### config.mk
export PLATFORM = sky130hd
export DESIGN_NAME = time_set_ctrl_flat
export DESIGN_NICKNAME = d
export VERILOG_FILES = /design/src/rtl/time_set_ctrl_if.sv /design/src/rtl/time_set_ctrl.sv /design/src/flat_wrapper.sv
export SDC_FILE = /design/constraint.sdc
export NUM_CORES = 1
export LEC_CHECK = 0
export ABC_AREA = 1
export CAP_MARGIN = 15
export CORE_ASPECT_RATIO = 1.25
export CORE_UTILIZATION = 50
export DETAILED_ROUTE_END_ITERATION = 16
export MAX_ROUTING_LAYER = met4
export PLACE_DENSITY = 0.76
export SLEW_MARGIN = 40
export SYNTH_ARGS = -nofsm -noshare
export SYNTH_HDL_FRONTEND = slang
export SYNTH_SLANG_ARGS = --single-unit
### constraint.sdc
create_clock -name clk -period 3.4 [get_ports clk]
set_clock_uncertainty 0.1 [all_clocks]
set_input_delay 0.51 -clock clk [delete_from_list [all_inputs] [get_ports clk]]
set_output_delay 0.51 -clock clk [all_outputs]
set_load 0.01 [all_outputs]
### src/rtl/time_set_ctrl_if.sv
`default_nettype none
// ============================================================================
// Module   : time_set_ctrl_if
// Purpose  : Button, running-time and edit-copy signals between the watch
//            datapath/buttons (master) and time_set_ctrl (slave).
// Revision : 1.0 - initial release
// ============================================================================
interface time_set_ctrl_if;
   logic       tick_100hz;
   logic       btn_mode;
   logic       btn_up;
   logic       btn_down;
   logic [4:0] cur_hour;
   logic [5:0] cur_min;
   logic [5:0] cur_sec;
   logic [4:0] set_hour;
   logic [5:0] set_min;
   logic [5:0] set_sec;
   logic       set_mode;
   logic       load;
   logic [2:0] field_blank;

   modport master (
      output tick_100hz, btn_mode, btn_up, btn_down,
      output cur_hour, cur_min, cur_sec,
      input  set_hour, set_min, set_sec, set_mode, load, field_blank
   );

   modport slave (
      input  tick_100hz, btn_mode, btn_up, btn_down,
      input  cur_hour, cur_min, cur_sec,
      output set_hour, set_min, set_sec, set_mode, load, field_blank
   );
endinterface
`default_nettype wire

### src/rtl/time_set_ctrl.sv
`default_nettype none
// ============================================================================
// Module   : time_set_ctrl
// Purpose  : Watch time-setting controller: mode/up/down editing of an
//            hour:min:sec copy, blinking field indication and commit strobe.
//            Define TIME_SET_AUTO_REPEAT_EN to enable held-button auto-repeat.
// Revision : 1.0 - initial release
// ============================================================================
module time_set_ctrl #(
   parameter int REPEAT_DLY  = 50,
   parameter int REPEAT_RATE = 10,
   parameter int BLINK_HALF  = 50
) (
   input wire             clk,
   input wire             rst,
   time_set_ctrl_if.slave bus
);

   typedef enum logic [2:0] {
      S_IDLE     = 3'd0,
      S_SET_HOUR = 3'd1,
      S_SET_MIN  = 3'd2,
      S_SET_SEC  = 3'd3,
      S_COMMIT   = 3'd4
   } state_t;

   // One width serves every tick counter in the block.
   localparam int c_TMR_MAX = (BLINK_HALF > REPEAT_DLY)
                              ? ((BLINK_HALF > REPEAT_RATE) ? BLINK_HALF : REPEAT_RATE)
                              : ((REPEAT_DLY > REPEAT_RATE) ? REPEAT_DLY : REPEAT_RATE);
   localparam int c_TMR_W   = (c_TMR_MAX > 1) ? $clog2(c_TMR_MAX + 1) : 1;
   localparam logic [c_TMR_W-1:0] c_TMR_ONE    = c_TMR_W'(1);
   localparam logic [c_TMR_W-1:0] c_BLINK_LAST = c_TMR_W'(BLINK_HALF - 1);

   state_t             r_state;
   state_t             w_state_nxt;
   logic               r_hist_vld;
   logic               r_mode_q;
   logic               r_up_q;
   logic               r_down_q;
   logic [c_TMR_W-1:0] r_blink_cnt;
   logic [c_TMR_W-1:0] w_blink_cnt_nxt;
   logic               r_blink_ph;
   logic               w_blink_ph_nxt;
   logic [4:0]         r_hour;
   logic [4:0]         w_hour_nxt;
   logic [5:0]         r_min;
   logic [5:0]         w_min_nxt;
   logic [5:0]         r_sec;
   logic [5:0]         w_sec_nxt;
   logic               r_set_mode;
   logic               r_load;
   logic [2:0]         r_field_blank;
   logic [2:0]         w_field_blank_nxt;

   logic w_mode_pr;
   logic w_up_pr;
   logic w_down_pr;
   logic w_in_set;
   logic w_both;
   logic w_press_step;
   logic w_step;
   logic w_step_up;

   // Presses are masked until history has been sampled once after reset, so
   // a button held through reset release is not seen as a new press.
   assign w_mode_pr = bus.btn_mode & ~r_mode_q & r_hist_vld;
   assign w_up_pr   = bus.btn_up   & ~r_up_q   & r_hist_vld;
   assign w_down_pr = bus.btn_down & ~r_down_q & r_hist_vld;

   assign w_in_set     = (r_state == S_SET_HOUR) || (r_state == S_SET_MIN) ||
                         (r_state == S_SET_SEC);
   assign w_both       = bus.btn_up & bus.btn_down;
   assign w_press_step = w_in_set & ~w_mode_pr & ~w_both & (w_up_pr | w_down_pr);

`ifdef TIME_SET_AUTO_REPEAT_EN
   localparam logic [c_TMR_W-1:0] c_DLY_LAST  = c_TMR_W'(REPEAT_DLY - 1);
   localparam logic [c_TMR_W-1:0] c_RATE_LAST = c_TMR_W'(REPEAT_RATE - 1);

   logic               r_hold_act;
   logic               r_hold_rep;
   logic               r_hold_up;
   logic [c_TMR_W-1:0] r_hold_cnt;
   logic               w_hold_ok;
   logic               w_rep_step;

   assign w_hold_ok  = w_in_set & ~w_mode_pr & ~w_press_step &
                       (bus.btn_up ^ bus.btn_down) & r_hold_act;
   assign w_rep_step = w_hold_ok & bus.tick_100hz &
                       (r_hold_cnt == (r_hold_rep ? c_RATE_LAST : c_DLY_LAST));
   assign w_step_up  = w_press_step ? w_up_pr : r_hold_up;
   assign w_step     = w_press_step | w_rep_step;

   always_ff @(posedge clk or posedge rst) begin
      if (rst) begin
         r_hold_act <= 1'b0;
         r_hold_rep <= 1'b0;
         r_hold_up  <= 1'b0;
         r_hold_cnt <= '0;
      end else if (w_press_step) begin
         r_hold_act <= 1'b1;
         r_hold_rep <= 1'b0;
         r_hold_up  <= w_up_pr;
         r_hold_cnt <= '0;
      end else if (!w_hold_ok) begin
         r_hold_act <= 1'b0;
         r_hold_rep <= 1'b0;
         r_hold_cnt <= '0;
      end else if (bus.tick_100hz) begin
         if (w_rep_step) begin
            r_hold_rep <= 1'b1;
            r_hold_cnt <= '0;
         end else begin
            r_hold_cnt <= r_hold_cnt + c_TMR_ONE;
         end
      end
   end
`else
   assign w_step_up = w_up_pr;
   assign w_step    = w_press_step;
`endif

   always_comb begin
      w_state_nxt = r_state;
      case (r_state)
         S_IDLE:     if (w_mode_pr) w_state_nxt = S_SET_HOUR;
         S_SET_HOUR: if (w_mode_pr) w_state_nxt = S_SET_MIN;
         S_SET_MIN:  if (w_mode_pr) w_state_nxt = S_SET_SEC;
         S_SET_SEC:  if (w_mode_pr) w_state_nxt = S_COMMIT;
         S_COMMIT:   w_state_nxt = S_IDLE;
         default:    w_state_nxt = S_IDLE;
      endcase
   end

   always_comb begin
      w_hour_nxt = r_hour;
      w_min_nxt  = r_min;
      w_sec_nxt  = r_sec;
      if (r_state == S_IDLE && w_mode_pr) begin
         w_hour_nxt = bus.cur_hour;
         w_min_nxt  = bus.cur_min;
         w_sec_nxt  = bus.cur_sec;
      end else if (w_step) begin
         case (r_state)
            S_SET_HOUR:
               if (w_step_up) w_hour_nxt = (r_hour == 5'd23) ? 5'd0  : r_hour + 5'd1;
               else           w_hour_nxt = (r_hour == 5'd0)  ? 5'd23 : r_hour - 5'd1;
            S_SET_MIN:
               if (w_step_up) w_min_nxt = (r_min == 6'd59) ? 6'd0  : r_min + 6'd1;
               else           w_min_nxt = (r_min == 6'd0)  ? 6'd59 : r_min - 6'd1;
            S_SET_SEC:
               if (w_step_up) w_sec_nxt = (r_sec == 6'd59) ? 6'd0  : r_sec + 6'd1;
               else           w_sec_nxt = (r_sec == 6'd0)  ? 6'd59 : r_sec - 6'd1;
            default: ;
         endcase
      end
   end

   // Any state change or step restarts blinking in the visible phase so the
   // edited digit is shown immediately.
   always_comb begin
      w_blink_cnt_nxt = r_blink_cnt;
      w_blink_ph_nxt  = r_blink_ph;
      if ((w_state_nxt != r_state) || w_step) begin
         w_blink_cnt_nxt = '0;
         w_blink_ph_nxt  = 1'b0;
      end else if (bus.tick_100hz) begin
         if (r_blink_cnt == c_BLINK_LAST) begin
            w_blink_cnt_nxt = '0;
            w_blink_ph_nxt  = ~r_blink_ph;
         end else begin
            w_blink_cnt_nxt = r_blink_cnt + c_TMR_ONE;
         end
      end
   end

   always_comb begin
      w_field_blank_nxt = 3'b000;
      case (w_state_nxt)
         S_SET_HOUR: w_field_blank_nxt = {w_blink_ph_nxt, 2'b00};
         S_SET_MIN:  w_field_blank_nxt = {1'b0, w_blink_ph_nxt, 1'b0};
         S_SET_SEC:  w_field_blank_nxt = {2'b00, w_blink_ph_nxt};
         default:    w_field_blank_nxt = 3'b000;
      endcase
   end

   always_ff @(posedge clk or posedge rst) begin
      if (rst) begin
         r_state       <= S_IDLE;
         r_hist_vld    <= 1'b0;
         r_mode_q      <= 1'b0;
         r_up_q        <= 1'b0;
         r_down_q      <= 1'b0;
         r_blink_cnt   <= '0;
         r_blink_ph    <= 1'b0;
         r_hour        <= 5'd0;
         r_min         <= 6'd0;
         r_sec         <= 6'd0;
         r_set_mode    <= 1'b0;
         r_load        <= 1'b0;
         r_field_blank <= 3'b000;
      end else begin
         r_state       <= w_state_nxt;
         r_hist_vld    <= 1'b1;
         r_mode_q      <= bus.btn_mode;
         r_up_q        <= bus.btn_up;
         r_down_q      <= bus.btn_down;
         r_blink_cnt   <= w_blink_cnt_nxt;
         r_blink_ph    <= w_blink_ph_nxt;
         r_hour        <= w_hour_nxt;
         r_min         <= w_min_nxt;
         r_sec         <= w_sec_nxt;
         r_set_mode    <= (w_state_nxt != S_IDLE);
         r_load        <= (w_state_nxt == S_COMMIT);
         r_field_blank <= w_field_blank_nxt;
      end
   end

   assign bus.set_hour    = r_hour;
   assign bus.set_min     = r_min;
   assign bus.set_sec     = r_sec;
   assign bus.set_mode    = r_set_mode;
   assign bus.load        = r_load;
   assign bus.field_blank = r_field_blank;

endmodule
`default_nettype wire

### src/flat_wrapper.sv
// flat-port wrapper written by rule: the top's interface ports become plain ports
module time_set_ctrl_flat 
#(
   parameter int REPEAT_DLY  = 50,
   parameter int REPEAT_RATE = 10,
   parameter int BLINK_HALF  = 50
)
  (clk, rst, bus_tick_100hz, bus_btn_mode, bus_btn_up, bus_btn_down, bus_cur_hour, bus_cur_min, bus_cur_sec, bus_set_hour, bus_set_min, bus_set_sec, bus_set_mode, bus_load, bus_field_blank);
  time_set_ctrl_if bus_i ();
  input wire clk;
  input wire rst;
  input wire logic [$bits(bus_i.tick_100hz)-1:0] bus_tick_100hz;
  input wire logic [$bits(bus_i.btn_mode)-1:0] bus_btn_mode;
  input wire logic [$bits(bus_i.btn_up)-1:0] bus_btn_up;
  input wire logic [$bits(bus_i.btn_down)-1:0] bus_btn_down;
  input wire logic [$bits(bus_i.cur_hour)-1:0] bus_cur_hour;
  input wire logic [$bits(bus_i.cur_min)-1:0] bus_cur_min;
  input wire logic [$bits(bus_i.cur_sec)-1:0] bus_cur_sec;
  output wire logic [$bits(bus_i.set_hour)-1:0] bus_set_hour;
  output wire logic [$bits(bus_i.set_min)-1:0] bus_set_min;
  output wire logic [$bits(bus_i.set_sec)-1:0] bus_set_sec;
  output wire logic [$bits(bus_i.set_mode)-1:0] bus_set_mode;
  output wire logic [$bits(bus_i.load)-1:0] bus_load;
  output wire logic [$bits(bus_i.field_blank)-1:0] bus_field_blank;
  assign bus_i.tick_100hz = bus_tick_100hz;
  assign bus_i.btn_mode = bus_btn_mode;
  assign bus_i.btn_up = bus_btn_up;
  assign bus_i.btn_down = bus_btn_down;
  assign bus_i.cur_hour = bus_cur_hour;
  assign bus_i.cur_min = bus_cur_min;
  assign bus_i.cur_sec = bus_cur_sec;
  assign bus_set_hour = bus_i.set_hour;
  assign bus_set_min = bus_i.set_min;
  assign bus_set_sec = bus_i.set_sec;
  assign bus_set_mode = bus_i.set_mode;
  assign bus_load = bus_i.load;
  assign bus_field_blank = bus_i.field_blank;
  time_set_ctrl #(.REPEAT_DLY(REPEAT_DLY), .REPEAT_RATE(REPEAT_RATE), .BLINK_HALF(BLINK_HALF)) u_core (.clk(clk), .rst(rst), .bus(bus_i));
endmodule
* Word level (Yosys, flattened, before mapping)
Index checks and enable logic that the tools add are counted.
** Storage, ports and cells
- Bits in registers :: 36
- Bits of input ports :: 23
- Output and inout bits :: 22
- Logic and storage cells :: 96
** Cells by class
- Add/subtract/negate cells :: 7
- Eq/ne operators :: 12
- Multiplexer cells :: 30
- Bitwise gates (word level) :: 17
- Reduce and logical (&&, ||, !) cells :: 17
** Operators by type and width (number)
- $mux W6 :: 15
- $mux W5 :: 6
- $add A6 B1 Y6 const B :: 3
- $eq A6 B6 Y1 const B :: 3
- $eq A3 B2 Y1 const B :: 4
- $logic_not A6 Y1 :: 2
- $mux W3 :: 4
- $pmux W3 S4 :: 1
- $sub A6 B1 Y6 const B :: 2
- $and A1 B1 Y1 :: 10
- $reduce_bool A2 Y1 :: 5
- $pmux W3 S3 :: 1
- $eq A3 B1 Y1 const B :: 2
- $not A1 Y1 :: 6
- $reduce_and A2 Y1 :: 3
- $add A5 B1 Y5 const B :: 1
- $eq A5 B5 Y1 const B :: 1
- $logic_not A5 Y1 :: 1
- $sub A5 B1 Y5 const B :: 1
- $eq A3 B3 Y1 const B :: 1
- $logic_not A3 Y1 :: 1
- $logic_or A1 B1 Y1 :: 3
- $mux W1 :: 3
- $ne A3 B3 Y1 :: 1
- other kinds (3) :: 3

* Longest topological paths before layout
Gate-level depths: netlist of run 1.
- Depth in word-level cells :: 10
- Depth in mapped cells :: 10
- Depth with buffers taken out :: 10

* Worst setup path before layout of run 1
OpenSTA, ideal clock, no wires.
- Kind :: register to register
- From :: register u_core.r_min[1], in the netlist u_core.bus.set_min[1]
- To :: register u_core.r_min[5], in the netlist u_core.bus.set_min[5]
- Library setup time :: 0.116 ns
- Arrival time :: 1.384 ns
- Data required time :: 3.184 ns
- Setup slack :: 1.800 ns
- Stages on the path, launching flop included :: 9
- Path buffers :: 0
- Cell sequence :: dfrtp_1 -> ha_1 -> nand2_1 -> o21ai_0 -> inv_1 -> a21oi_1 -> nand2_1 -> nand2_1 -> nand2_1
** Between the ends
- Word-level cells in the longest chain between the ends :: 6
- Elaborated cells on any way between the ends :: 10
- Classes of those cells :: 2 x add/sub; 1 x eq/ne; 6 x mux; 1 x reduce/logical
** RTL lines
- from (decl) :: line time_set_ctrl.sv:47 : logic [5:0] r_min;
- from (signal assigned) :: line time_set_ctrl.sv:211 : r_min <= w_min_nxt;
- $sub A6 B1 Y6 (tied with other cells) :: line time_set_ctrl.sv:150 : else w_min_nxt = (r_min == 6'd0) ? 6'd59 : r_min - 6'd1;
- $mux W6, on equally long branches :: line time_set_ctrl.sv:150, time_set_ctrl.sv:149
- $mux W6 (*) :: line time_set_ctrl.sv:149 : if (w_step_up) w_min_nxt = (r_min == 6'd59) ? 6'd0 : r_min + 6'd1;
- $mux W6 (*) :: line time_set_ctrl.sv:144 : case (r_state)
- $mux W6 (*) :: line time_set_ctrl.sv:143 : end else if (w_step) begin
- $mux W6 (*) :: line time_set_ctrl.sv:139 : if (r_state == S_IDLE && w_mode_pr) begin
Every way passes the cells marked *; elsewhere a longest branch is shown, timed or not. The select of a mux whose other input is x is not followed.
A chain may end at the register's enable or synchronous reset.

* Worst setup path after layout of run 1
- From :: input port bus_btn_up
- To :: register u_core.r_sec[3], in the netlist u_core.bus.set_sec[3]
** Between the ends
- Word-level cells in the longest chain between the ends :: 6
- Elaborated cells on any way between the ends :: 13
- Classes of those cells :: 4 x mux; 7 x bitwise; 2 x reduce/logical
** RTL lines
- from (decl) :: line flat_wrapper.sv:14 : input wire logic [$bits(bus_i.btn_up)-1:0] bus_btn_up;
- $and A1 B1 Y1, on equally long branches :: line time_set_ctrl.sv:68, time_set_ctrl.sv:73
- $and A1 B1 Y1 / $not A1 Y1 (equally long branches) :: line time_set_ctrl.sv:68, time_set_ctrl.sv:74
- $mux W6 (tied with other cells) :: line time_set_ctrl.sv:152 : if (w_step_up) w_sec_nxt = (r_sec == 6'd59) ? 6'd0 : r_sec + 6'd1;
- $mux W6 / $and A1 B1 Y1 (equally long branches) :: line time_set_ctrl.sv:144, time_set_ctrl.sv:74
- $mux W6 / $reduce_bool A2 Y1 (equally long branches)
- $mux W6 / $reduce_and A2 Y1 (equally long branches)
- to (signal assigned) :: line time_set_ctrl.sv:212 : r_sec <= w_sec_nxt;
- to (decl) :: line time_set_ctrl.sv:49 : logic [5:0] r_sec;
Parallel ways exist; a longest one is shown, timed or not. The select of a mux whose other input is x is not followed.

==> qor.csv, run 1 <==
metric;value;unit
status;finished, final reports clean;
Die ar.;5580;sq um
Detailed Routing Iterations Pass 1;4;
largest net degree at the start of global routing;37;
commonest non-fill, non-tap cell in the layout;nand2_1;
top_reg_cell synth;dfrtp_1;
Hold Slack;0.414;ns
Max Freq;0.470;GHz
unrepaired setup endpoints after global routing;false;
via count;2601;
hpwl dp;4710;microns
final hold violations;0;
FILL cells;489;
Leak;0.00164;uW
flops & latches, synth;36;
TritonCTS clock tree;yes;
maximum net fanout on the critical path;16;
crit share post-route;62.5;%
Hold EP;u_core.bus.set_mode;
Clock Tree Root;clkbuf_8;
average routed wire per standard cell;12.8;microns
HP Start;u_core.r_state[2];
YS warnings;0;
final instance area;3200;sq um
R2R depth;8;
vias in the first global route;2498;
Core Area;5080;sq um
fraction of layout cells with a size suffix above 1;7.60;%
DP Area;3110;sq um
Mapped Area;2640;sq um
CTS sink count;36;
Worst setup SP type;input port;
Worst EP arrival;2.21;ns
Sequential Area;901;sq um
io pins;45;
worst skew pair latency;0.29;ns
Routed WL;6350;microns
port bufs;44;
Die Ht;83.3;microns
initial core utilization;52.0;%
GP Congestion;0.948;
DR iter-0 viols;152;
R2R Setup Slk;1.51;ns
maxcap violations;0;
area delta synth->final;21.2;%
hold path cells;1;
commonest cells after routing, fill and taps aside;nand2_1, nor2_1, nand3_1, clkdlybuf4s50_1, inv_1;
Remaining Overflow, GRT;0;
share of the yosys chip area belonging to registers;34.1;%
Final Max Slew Viols;0;
H-tree levels;2;
post-layout minimum cycle time;2.13;ns
Mapped Cells;390;
final worst slack;1.27;ns
first-pass GRT wire length;10800;microns
initial antenna violation count;0;
Critical Path RT;3.48;ns
worst reg2reg endpoint;u_core.bus.set_min[5];
DRC Markers;0;
Avg Vias per Cell;5.24;
pre-CTS setup slack;0.973;ns
Mapped Nets;423;
Post-synth ARST share;100;%
Critical R2R Launch;u_core.bus.set_min[1];
Multi-input gate area;1510;sq um
Max VDD drop;373;uV
kind of critical path;in -> reg;
Hold Crit Class;reg -> reg;
Post-CTS Repair Setup Buffers;0;
Setup violations, final;0;
Rows;29;
TritonCTS Buffers;5;
Setup TNS;0;ns
Final nets;466;
Total GRT Usage;25.5;%
Synth cell types;36;
antenna fix cells;0;
hold buffers post-CTS;0;
Power Density;750;nW/um^2
EDFF count, synth;0;
chip width;67.0;microns
crit end category;register;
post-CTS sizing;0;
Clock Path Buffers;2;
Worst-path clk slew;0.08;ns
ANT nets after route;0;
syn_area_per_cell;6.78;sq um
through the flow:
stage | utilization (%) | total power, uW | std cells
after floorplan | - | 1660 | 390
after global placement | 61.2 | 2060 | 488
after detailed placement | 61.2 | 2080 | 488
after CTS | 63.1 | 2410 | 496
after global routing | 63.1 | 2640 | 496
final | 63.1 | 2400 | 496
how the worst max path moves through the flow:
stage                          start                    end  slack, ns  depth (start not counted)
5_1_grt                   bus_btn_up  u_core.bus.set_sec[3]       1.11                          8
2_1_floorplan  u_core.bus.set_min[1]  u_core.bus.set_min[5]       1.80                          8
6_report                  bus_btn_up  u_core.bus.set_sec[3]       1.27                          8
3_5_place_dp              bus_btn_up  u_core.bus.set_sec[3]       0.97                          8
3_3_place_gp              bus_btn_up  u_core.bus.set_sec[3]       1.04                          8
4_1_cts                   bus_btn_up  u_core.bus.set_sec[3]       1.27                          8
final cells by class:
cell class,count,area share [%]
Inverter,45,5.31
Sequential cell,36,28.1
Tap cell,62,2.42
Timing Repair Buffer,45,14.0
Clock inverter,2,0.313
Clock buffer,6,2.58
Multi-Input combinational cell,300,47.3
worst max-delay path: stages:
cell	delay, ns
clkdlybuf4s50_1	0.54
nand3_2	0.35
nand2_2	0.24
nand4_2	0.14
nand2_2	0.14
inv_2	0.09
nor2_1	0.13
nor2_1	0.06
synth_stat cells (all sizes together) (2+ instances only):
| library cell | count | area, sq um |
|---|---|---|
| nand2 | 126 | 488 |
| o21ai | 23 | 119 |
| nand3 | 48 | 263 |
| nor2 | 52 | 210 |
| ha | 10 | 125 |
| buf | 6 | 45.0 |
| clkbuf | 3 | 12.5 |
| nand4 | 5 | 37.5 |
| dfrtp | 36 | 901 |
| o211ai | 3 | 22.5 |
| o22ai | 2 | 12.5 |
| xnor2 | 5 | 43.8 |
| or2 | 3 | 18.8 |
| a21oi | 6 | 41.3 |
| xor2 | 8 | 70.1 |
| inv | 44 | 165 |
| o21bai | 4 | 30.0 |
where the power goes:
part / internal [uW] / switching, uW / leakage [uW]
Clock: 162 / 159 / 0.0000510
Combinational: 588 / 712 / 0.00113
Sequential: 556 / 226 / 0.000457
registers in the layout (all words and copies together), names as in the netlist:
register	cells
u_core.bus.set_sec	6
u_core.bus.set_hour	5
u_core.r_mode_q	1
u_core.r_blink_cnt	6
u_core.r_up_q	1
u_core.bus.load	1
u_core.bus.set_mode	1
u_core.r_blink_ph	1
u_core.bus.set_min	6
u_core.r_hist_vld	1
u_core.r_down_q	1
u_core.r_state	3
u_core.bus.field_blank	3
metal layers:
| metal | GRT usage, % | wire (microns) | vias to the layer above |
|---|---|---|---|
| li1 | - | - | 1324 |
| met1 | 31.5 | 2710 | 1191 |
| met2 | 39.9 | 3200 | 63 |
| met3 | 4.40 | 240 | 23 |
| met4 | 11.6 | 195 | 0 |
| met5 | - | 0 | - |
cell families after synthesis:
logic type                 count (synthesis)  synth area share [%]
AOI/OAI and AO/OA                         40                  9.04
xor gates and xnor gates                  13                  4.31
adders and majority gates                 10                  4.73
buffers and inverters                     54                  8.62
DFF                                       36                  34.1
other                                      1                 0.142
and+or+nand+nor                          236                  39.1
(Power assumes the default switching activity.)
==> inputs of run 2 (changes only) <==
- clock period: 3.4 -> 2.1 ns (I/O delays scaled with it)
==> qor.csv, run 2 (synthesized netlist as in run 1, its figures left out) <==
metric;value;unit
hpwl dp;4560;microns
average routed wire per standard cell;11.9;microns
Avg Vias per Cell;5.10;
Routed WL;5970;microns
Worst Path Buf+Inv;1;
Critical Path Start;u_core.bus.set_min[2];
H-tree levels;2;
GR peak layer;met2;
antenna fix cells;0;
maximum net fanout on the critical path;11;
switching pwr;1710;uW
Post-CTS Repair Setup Buffers;0;
first-pass GRT wire length;10300;microns
CP max stage cell;clkdlybuf4s50_1;
Final Max Slew Viols;0;
crit end category;output port;
Clock Tree Root;clkbuf_8;
end of the critical path;bus_set_min[2];
Die Ht;83.3;microns
Rows;29;
via count;2551;
DRC Markers;0;
cell family with most CP delay;buffers and inverters;
worst reg2reg endpoint;u_core.bus.set_min[5];
GP Congestion;0.974;
port bufs;44;
slowest stage delay, CP;0.62;ns
FILL cells;463;
Worst EP arrival;1.46;ns
unrepaired setup endpoints after global routing;false;
worst skew pair latency;0.28;ns
final hold violations;0;
R2R Setup Slk;0.27;ns
Finished Layout Cells;500;
kind of critical path;reg -> out;
initial antenna violation count;0;
Hold Crit Class;in -> async;
post-layout minimum cycle time;1.88;ns
CTS sink count;36;
largest net degree at the start of global routing;37;
post-CTS sizing;0;
ANT nets after route;0;
Max Freq;0.533;GHz
Setup TNS;0;ns
Die ar.;5580;sq um
met2 GRT Util;40.5;%
Worst setup SP type;register;
met3 GRT Util;3.43;%
initial core utilization;52.0;%
CP Depth;1;
TritonCTS clock tree;yes;
chip width;67.0;microns
commonest non-fill, non-tap cell in the layout;nand2_1;
sequential share of power;33.0;%
Leak;0.00165;uW
GRT met1 Usage;29.3;%
Worst-path clk slew;0.08;ns
TritonCTS Buffers;5;
Remaining Overflow, GRT;0;
maxcap violations;0;
Total GRT Usage;24.0;%
Power Density;1180;nW/um^2
fraction of layout cells with a size suffix above 1;8.22;%
Critical Path RT;1.68;ns
crit share post-route;89.4;%
Final nets;471;
Core Area;5080;sq um
clock power share;12.1;%
commonest cells after routing, fill and taps aside;nand2_1, nor2_1, nand3_1, clkdlybuf4s50_1, inv_1;
io pins;45;
DR iter-0 viols;212;
DP Cell Count;493;
worst-path cell chain;clkdlybuf4s50_1;
Clock Path Buffers;2;
status;finished, final reports clean;
Critical R2R Launch;u_core.bus.set_min[1];
Sw Ratio;45.1;%
vias in the first global route;2331;
Detailed Routing Iterations Pass 1;4;
R2R depth;8;
Power Internal;2090;uW
area delta synth->final;22.1;%
combinational power share;54.8;%
Max VDD drop;771;uV
hold buffers post-CTS;0;
Hold Slack;0.339;ns
Setup violations, final;0;
[run 2: changes by cell type in the layout (fill, tap and decap cells not counted)]
cell      delta
clkbuf_1     +1
clkinv_2     -1
clkbuf_8     -1
buf_4        +5
[run 2: worst min path at each step]
stage | from | endpoint | slack, ns | depth (start not counted)
after detailed placement | u_core.r_state[2] | u_core.bus.set_mode | 0.41 | 1
final | rst | u_core.bus.set_sec[0] | 0.34 | 3
after global routing | rst | u_core.bus.set_sec[2] | 0.41 | 3
after global placement | u_core.r_state[2] | u_core.bus.set_mode | 0.41 | 1
after floorplan | bus_btn_down | u_core.r_down_q | 0.25 | 0
after CTS | rst | u_core.bus.set_sec[2] | 0.35 | 3
[run 2: through the flow]
stage / cell area (sq um) / setup slack (ns) / util (%) / power, uW
global route: 3230 / 0.0824 / 63.5 / 4170
global placement: 3150 / 0.141 / 62.0 / 3310
CTS: 3230 / 0.223 / 63.5 / 3820
floorplan: 2640 / 0.500 / - / 2690
detailed placement: 3150 / 0.0740 / 62.0 / 3340
finish: 3230 / 0.222 / 63.5 / 3800
[run 2: power by group through the flow]
stage          registers [uW]  clock network [uW]  logic, uW
6_report                 1250                 460       2080
5_1_grt                  1300                 504       2370
4_1_cts                  1250                 479       2080
3_5_place_dp             1270                   0       2080
3_3_place_gp             1260                   0       2040
2_1_floorplan            1190                   0       1500
[run 2: final cells by class]
class | instances | area, sq um | area share (%)
clock inverter | 1 | 5.00 | 0.155
multi-input combinational | 300 | 1510 | 46.9
timing repair buffer | 50 | 485 | 15.1
clock buffer | 6 | 72.6 | 2.25
inverter | 45 | 170 | 5.28
sequential | 36 | 901 | 27.9
tap | 62 | 77.6 | 2.40
[run 2: routing by layer]
layer  wire length (microns)  part of all wire (%)
met5                       0                     0
met4                      65                   1.1
met3                     223                   3.7
met2                    3080                    52
met1                    2600                    44
